`config.mk`:
```
export PLATFORM = sky130hd
export DESIGN_NAME = press_classifier
export DESIGN_NICKNAME = d
export VERILOG_FILES = /design/src/rtl/clock_pkg.sv /design/src/rtl/sync_debounce.sv /design/src/rtl/press_classifier.sv
export SDC_FILE = /design/constraint.sdc
export NUM_CORES = 1
export LEC_CHECK = 0
export BUFFER_PORTS_ARGS = -buffer_cell sky130_fd_sc_hd__buf_2
export CAP_MARGIN = 20
export CORE_MARGIN = 3
export CORE_UTILIZATION = 60
export CTS_CLUSTER_DIAMETER = 200
export DETAILED_ROUTE_END_ITERATION = 12
export MAX_ROUTING_LAYER = met4
export PLACE_DENSITY = 0.88
export SKIP_LAST_GASP = 1
export SYNTH_ARGS = -nofsm -noshare
export SYNTH_HDL_FRONTEND = slang
export SYNTH_SLANG_ARGS = --single-unit
```
`constraint.sdc`:
```
create_clock -name clk -period 2.7 [get_ports clk]
set_input_delay 0.405 -clock clk [delete_from_list [all_inputs] [get_ports clk]]
set_output_delay 0.405 -clock clk [all_outputs]
set_load 0.005 [all_outputs]
```
`src/rtl/clock_pkg.sv`:
```
// Shared definitions for the clock/alarm button front-ends: FSM state
// encoding, the system tick rate and default debounce/hold timing.
package clock_pkg;

  localparam int TICK_HZ = 10000;

  // Default timings in ticks of the 10 kHz clock.
  localparam int DEF_DB_TICKS     = 200;    // 20 ms
  localparam int DEF_LONG_TICKS   = 10000;  // 1 s
  localparam int DEF_REPEAT_TICKS = 2000;   // 200 ms
  localparam int DEF_CNT_W        = 14;

  typedef enum logic [1:0] {
    S_IDLE      = 2'd0,
    S_PRESSED   = 2'd1,
    S_LONG_HELD = 2'd2
  } press_state_e;

endpackage

```
`src/rtl/sync_debounce.sv`:
```
// Two-flop synchronizer followed by a counting debouncer. The level only
// flips once the synchronized input has disagreed with it for DB_TICKS
// consecutive cycles; any shorter excursion is discarded.
module sync_debounce
  import clock_pkg::*;
#(
  parameter int DB_TICKS = DEF_DB_TICKS,
  parameter int CNT_W    = DEF_CNT_W
) (
  input  logic clk,
  input  logic rst,
  input  logic raw,
  output logic level
);

  localparam logic [CNT_W-1:0] DB_LAST = CNT_W'(DB_TICKS - 1);

  logic             s1_q, s2_q;
  logic             level_q, level_d;
  logic [CNT_W-1:0] cnt_q, cnt_d;

  // Debounce counter: clear on agreement, toggle level at the terminal count.
  always_comb begin
    cnt_d   = cnt_q;
    level_d = level_q;
    if (s2_q == level_q) begin
      cnt_d = '0;
    end else if (cnt_q == DB_LAST) begin
      level_d = ~level_q;
      cnt_d   = '0;
    end else begin
      cnt_d = cnt_q + 1'b1;
    end
  end

  // Synchronizer and debounce state registers.
  always_ff @(posedge clk or posedge rst) begin
    if (rst) begin
      s1_q    <= 1'b0;
      s2_q    <= 1'b0;
      level_q <= 1'b0;
      cnt_q   <= '0;
    end else begin
      s1_q    <= raw;
      s2_q    <= s1_q;
      level_q <= level_d;
      cnt_q   <= cnt_d;
    end
  end

  assign level = level_q;

endmodule

```
`src/rtl/press_classifier.sv`:
```
// INC button front-end: debounces the raw pin, then classifies each press
// as short (released before LONG_TICKS) or long, and auto-repeats while a
// long press is held. All pulse outputs are registered, one cycle wide.
module press_classifier
  import clock_pkg::*;
#(
  parameter int DB_TICKS     = DEF_DB_TICKS,
  parameter int LONG_TICKS   = DEF_LONG_TICKS,
  parameter int REPEAT_TICKS = DEF_REPEAT_TICKS,
  parameter int CNT_W        = DEF_CNT_W
) (
  input  logic clk,
  input  logic rst,
  input  logic btn_in,
  output logic btn_level,
  output logic press_short,
  output logic press_long,
  output logic press_repeat,
  output logic long_active
);

  localparam logic [CNT_W-1:0] LONG_LAST = CNT_W'(LONG_TICKS - 1);
  localparam logic [CNT_W-1:0] REP_LAST  = CNT_W'(REPEAT_TICKS - 1);

  press_state_e     state_q, state_d;
  logic [CNT_W-1:0] hold_q, hold_d;
  logic [CNT_W-1:0] rep_q, rep_d;
  logic             level_prev_q;
  logic             short_q, short_d;
  logic             long_q, long_d;
  logic             repeat_q, repeat_d;
  logic             active_q, active_d;
  logic             rise, fall;

  sync_debounce #(
    .DB_TICKS(DB_TICKS),
    .CNT_W   (CNT_W)
  ) u_db (
    .clk  (clk),
    .rst  (rst),
    .raw  (btn_in),
    .level(btn_level)
  );

  assign rise = btn_level & ~level_prev_q;
  assign fall = ~btn_level & level_prev_q;

  // Next-state logic; a release always wins over a coincident threshold.
  always_comb begin
    state_d  = state_q;
    hold_d   = hold_q;
    rep_d    = rep_q;
    short_d  = 1'b0;
    long_d   = 1'b0;
    repeat_d = 1'b0;
    case (state_q)
      S_IDLE: begin
        hold_d = '0;
        rep_d  = '0;
        if (rise) state_d = S_PRESSED;
      end
      S_PRESSED: begin
        if (fall) begin
          short_d = 1'b1;
          hold_d  = '0;
          state_d = S_IDLE;
        end else if (hold_q == LONG_LAST) begin
          long_d  = 1'b1;
          hold_d  = '0;
          rep_d   = '0;
          state_d = S_LONG_HELD;
        end else begin
          hold_d = hold_q + 1'b1;
        end
      end
      S_LONG_HELD: begin
        if (fall) begin
          rep_d   = '0;
          state_d = S_IDLE;
        end else if (rep_q == REP_LAST) begin
          repeat_d = 1'b1;
          rep_d    = '0;
        end else begin
          rep_d = rep_q + 1'b1;
        end
      end
      default: begin
        hold_d  = '0;
        rep_d   = '0;
        state_d = S_IDLE;
      end
    endcase
    active_d = (state_d == S_LONG_HELD);
  end

  // State, counters, edge-detect history and output registers.
  always_ff @(posedge clk or posedge rst) begin
    if (rst) begin
      state_q      <= S_IDLE;
      hold_q       <= '0;
      rep_q        <= '0;
      level_prev_q <= 1'b0;
      short_q      <= 1'b0;
      long_q       <= 1'b0;
      repeat_q     <= 1'b0;
      active_q     <= 1'b0;
    end else begin
      state_q      <= state_d;
      hold_q       <= hold_d;
      rep_q        <= rep_d;
      level_prev_q <= btn_level;
      short_q      <= short_d;
      long_q       <= long_d;
      repeat_q     <= repeat_d;
      active_q     <= active_d;
    end
  end

  assign press_short  = short_q;
  assign press_long   = long_q;
  assign press_repeat = repeat_q;
  assign long_active  = active_q;

endmodule
```
==> Word level (Yosys, flattened, before mapping) <==
Index checks and enable logic that the tools add are counted.
{ "word_totals": {"mem_count": 0, "mem_bits_ro": 0, "inputBits": 3, "output_inout_bits": 5, "reg_bits": 52, "ram_bits": 0, "word_cells": 55, "latchBits": 0} }
{ "op_classes": {"n_addsub": 3, "shift": 0, "magnitude_cmp": 0, "muxes": 23, "bitwise": 5, "multipliers": 0, "n_reduce_logical": 3, "n_eq_ne": 9, "div": 0} }
{ "ops": {"columns": ["operator", "count"], "rows": [
  ["2-to-1 mux 14 bit", 8],
  ["one-hot mux 14 bit (2 select lines)", 2],
  ["adder 14 x 1 -> 14 bit, second input constant", 3],
  ["== test 14 x 11 -> 1 bit, second input constant", 1],
  ["== test 14 bit, second input constant", 1],
  ["== test 14 x 8 -> 1 bit, second input constant", 1],
  ["2-to-1 mux 1 bit", 8],
  ["2-to-1 mux 2 bit", 4],
  ["one-hot mux 2 bit (3 select lines)", 1],
  ["== test 2 bit, second input constant", 2],
  ["inequality test 2 bit, second input constant", 2],
  ["AND reduction 2 bit", 2],
  ["NOT 1 bit", 3],
  ["AND 1 bit", 2],
  ["== test 2 x 1 -> 1 bit, second input constant", 1],
  ["zero test 2 bit", 1],
  ["== test 1 bit", 1]
]} }

==> Logic depth before layout (Yosys ltp) <==
{ "depth": {"depth_word": 5, "ltp_mapped": 6, "ltp_nobuf": 5} }

==> Hierarchy <==
Synthesis repeated with hierarchy kept, for this count alone.
{ "hier_totals": {"hier_cells": 287, "area_unflattened_um2": 2686.3} }
{ "by_module_without_submodules": {"columns": ["mod", "cells_per_inst", "seq_area_each_um2", "area_per_inst_um2", "instances"], "rows": [
  ["press_classifier", 211, 875.8, 1875.5, 1],
  ["sync_debounce", 76, 425.4, 810.8, 1]
]} }

==> Worst setup path after synthesis <==
Ideal clock, no wire load.
{ "synth_timing": {"path_type": "reg-to-reg", "start": "register hold_q[0]", "end": "register rep_q[13]", "slack_ps": 1180, "setup_ps": 141, "arrival_time_ps": 1379, "period_less_slack_ps": 1520, "path_stages_with_launch": 7, "n_path_buf": 1, "path_cell_list": "dfrtp_1 ha_1 and3_1 nand4_1 o21ai_1 buf_4 o221ai_1"} }
{ "synth_via": {"elab_chain_len": 3} }
{ "synth_rtl": {"columns": ["element", "line_no", "rtl"], "rows": [
  ["start: declaration", "press_classifier.sv:26", "logic [CNT_W-1:0] hold_q, hold_d;"],
  ["start signal: assignment", "press_classifier.sv:109", "hold_q <= hold_d;"],
  ["== test 14 bit", "press_classifier.sv:67", "end else if (hold_q == LONG_LAST) begin"],
  ["inequality test 2 bit (no source line)", null, null],
  ["AND reduction 2 bit (no source line)", null, null],
  ["end signal: assignment", "press_classifier.sv:110", "rep_q <= rep_d;"],
  ["end: declaration", "press_classifier.sv:27", "logic [CNT_W-1:0] rep_q, rep_d;"]
]} }
Every way passes these cells.
A chain may end at the register's enable or synchronous reset.

==> Worst setup path after layout <==
{ "layout_timing": {"start": "register hold_q[0]", "end": "register rep_q[8]"} }
Same word-level chain as after synthesis.

==> summary.md <==
| Metric | Value |
|---|---|
| Status | `finished, final reports clean` |
| Worst hold path depth | `1` |
| Commonest non-fill, non-tap cells in the layout | `dfrtp_1 (52), nor2_1 (20), nand4_1 (19)` |
| Syn Inst Count | `270` |
| Tmin final | `2.14 ns` |
| Vias per inst | `approximately 6.6` |
| Pwr dens | `450 nW/um^2` |
| Leading cell type in the layout, fill and taps excluded | `dfrtp_1` |
| Skew-Pair Late Insertion Delay | `0.30 ns` |
| Pwr Total | `0.00126 W` |
| Setup tns final | `0 ns` |
| Iteration-0 DRC Markers | `144` |
| Leakage dissipation | `1.16 nW` |
| I/O pins | `8` |
| Fraction of registers with async set/reset | `100%` |
| Pin count of the biggest net entering global routing | `53` |
| Vias in the first global route | `around 2000` |
| Core Area | `4140 sq um` |
| Antenna cells | `0` |
| CTS tree | `done` |
| Fillers | `333` |
| Nature of the critical path endpoint | `flip-flop` |
| Crit path max fanout | `12` |
| Area delta synth->final | `5.06%` |
| Post-Route WL | `between 5000 and 6000 um` |
| Worst-margin pin slew | `0.621 ns` |
| Number of CTS-inserted buffers | `5` |
| R2R Setup Slk | `0.56 ns` |
| Die Y-Extent | `72.7 um` |
| CP Launch Type | `flip-flop` |
| Deepest level of the CTS H-tree | `2` |
| Max Buffers Root-to-Sink | `2` |
| Max_cap viols | `0` |
| Die Wd | `72.7 um` |
| DPL Wire Length | `3640 um` |
| # port buffers | `7` |
| Clk sinks | `52` |
| Post-place setup slack | `between 0.6 and 0.7 ns` |
| Register area share after synthesis | `between 40% and 50%` |
| Share of post-route cells with drive strength above 1 | `10.5%` |
| Tcrit/Tclk final | `79.4%` |
| Post-Syn Area | `2670 sq um` |
| Syn_area_per_cell | `9.89 sq um` |
| Multi-input logic area | `approximately 1200 sq um` |
| Signal arrival time at the worst endpoint | `2.31 ns` |
| Netlist cell types | `46` |
| NumNets Final | `281` |
| Final worst setup slack | `0.557 ns` |
| Req. time, crit path | `2.86 ns` |
| FF-to-FF Start | `hold_q[0]$_DFFE_PP0N_` |
| Clock Skews | `0.00813 ns` |
| Final number of setup-violating endpoints | `0` |
| # Post-CTS Setup Buffers | `0` |
| Synth Flop Type | `dfrtp_1` |
| Cells on worst reg2reg path | `6` |
| Number of enable flip-flop cells after synthesis | `0` |
| Die ar. | `5290 sq um` |
| ANT nets after route | `0` |
| Placer congestion estimate | `0.890` |
| Unrepaired setup endpoints after global routing | `no` |
| Final Instance Area | `2810 sq um` |
| Maximum clock frequency | `467 MHz` |
| DR pass1 iterations | `5` |
| Fin. max-slew vios | `0` |
| Post_cts resized | `0` |
| Clk root buf | `clkbuf_8` |
| Endpoints failing hold | `0` |
| Sequential cell area | `1300 sq um` |
| Reg clk slew, reported paths | `about 0.090 ns` |
| Worst hold path startpoint | `btn_in` |
| Max_slew headroom | `58.6%` |
| Crit Path Category | `reg2reg` |
| Vias post-DR | `2139` |
| GRT overflow | `0` |
| Fin Hold WS | `0.206 ns` |
| Row count | `23` |
| Synthesized Nets | `276` |
| Placed cell area | `2720 sq um` |
| Post-synthesis register bit count | `52` |
| Crit path from | `hold_q[0]$_DFFE_PP0N_` |
| Hold Path Class | `in2reg` |
| Initial antenna violation count | `0` |
| First-pass GRT wire length | `9440 um` |
| YS warnings | `0` |
| Drt wl/cell | `16.4 um` |
| Peak supply drop | `~0.47 mV` |
| Starting Density | `64.4%` |
| Total Routing Usage GR | `approximately a quarter` |
| DRC viols | `0` |
| Hold_buf cts | `0` |
[worst paths after layout]
kind                                                 to
worst max-delay path               rep_q[8]$_DFFE_PP0P_
worst min-delay path                u_db.s1_q$_DFF_PP0_
worst max register to register     rep_q[8]$_DFFE_PP0P_
worst min register to register      u_db.s2_q$_DFF_PP0_
max in group asynchronous       u_db.cnt_q[1]$_DFF_PP0_
min in group asynchronous        hold_q[11]$_DFFE_PP0N_
[final cells by class]
type / instances / area share, %
inverters: 12 / 1.61
well taps: 50 / 2.23
repair buffers: 10 / 2.05
flip-flops and latches: 52 / 46.4
multi-input cells: 194 / 44.5
clock buffers: 8 / 3.21
[per-layer routing]
| layer | vias to the layer above | part of all wire (%) | wire [um] | GRT usage (%) |
|---|---|---|---|---|
| met5 | - | 0 | 0 | - |
| met4 | 0 | 1.8 | 98 | 7.17 |
| met3 | 11 | 4.5 | 240 | 4.82 |
| met2 | 59 | 49 | 2630 | 37.4 |
| met1 | 1062 | 44 | 2370 | 30.3 |
| li1 | 1007 | - | - | - |
[stage by stage]
stage | instances | util (%)
after floorplan | 270 | -
after CTS | 326 | 67.7
after detailed placement | 318 | 65.5
after global routing | 326 | 67.7
after global placement | 318 | 65.5
final | 326 | 67.7
[where the power goes]
part           switching (W)  leakage [nW]  total (W)  internal [W]
clock               0.000238        0.0455   0.000447      0.000209
sequential        0.00000439         0.720   0.000787      0.000783
combinational      0.0000209         0.392  0.0000272    0.00000629
[state kept, by name, indices dropped and copies added (netlist names)]
signal / flops
hold_q: 14
level_prev_q: 1
long_active: 1
press_long: 1
press_repeat: 1
press_short: 1
rep_q: 14
state_q: 2
u_db.cnt_q: 14
u_db.level: 1
u_db.s1_q: 1
u_db.s2_q: 1
[worst max-delay path, stage by stage, from the launching register on]
cell and delay (ns):
dfrtp_1 0.42, ha_1 0.31, and3_1 0.19, nand4_1 0.44
o21ai_1 0.28, buf_4 0.21, o221ai_1 0.14
[Yosys cell counts, drive strengths merged, types with 4 or more instances]
cell type	count	share of area, %
and4	4	1.4
a31oi	5	1.2
or3	8	1.9
nor2	21	3.2
and2	5	1.3
buf	11	2.7
and3	11	2.6
nand2	13	1.8
nand3	18	3.6
o211ai	6	1.7
nand4	21	6.0
o21ai	17	3.2
inv	12	1.7
nor3	9	1.7
a21oi	11	2.5
o221ai	5	1.6
dfrtp	52	49
xor2	13	4.3
[cell families (layout without fill, tap and decap cells)]
logic type,Yosys count,count (layout),share of synthesized area [%]
xor gates and xnor gates,16,16,5.25
buffers and inverters,24,30,4.50
DFF,52,52,48.7
AOI/OAI and AO/OA,49,49,11.8
and+or+nand+nor,124,124,27.5
muxes,2,2,0.797
adders and majority gates,3,3,1.41
(Power assumes the default switching activity.)
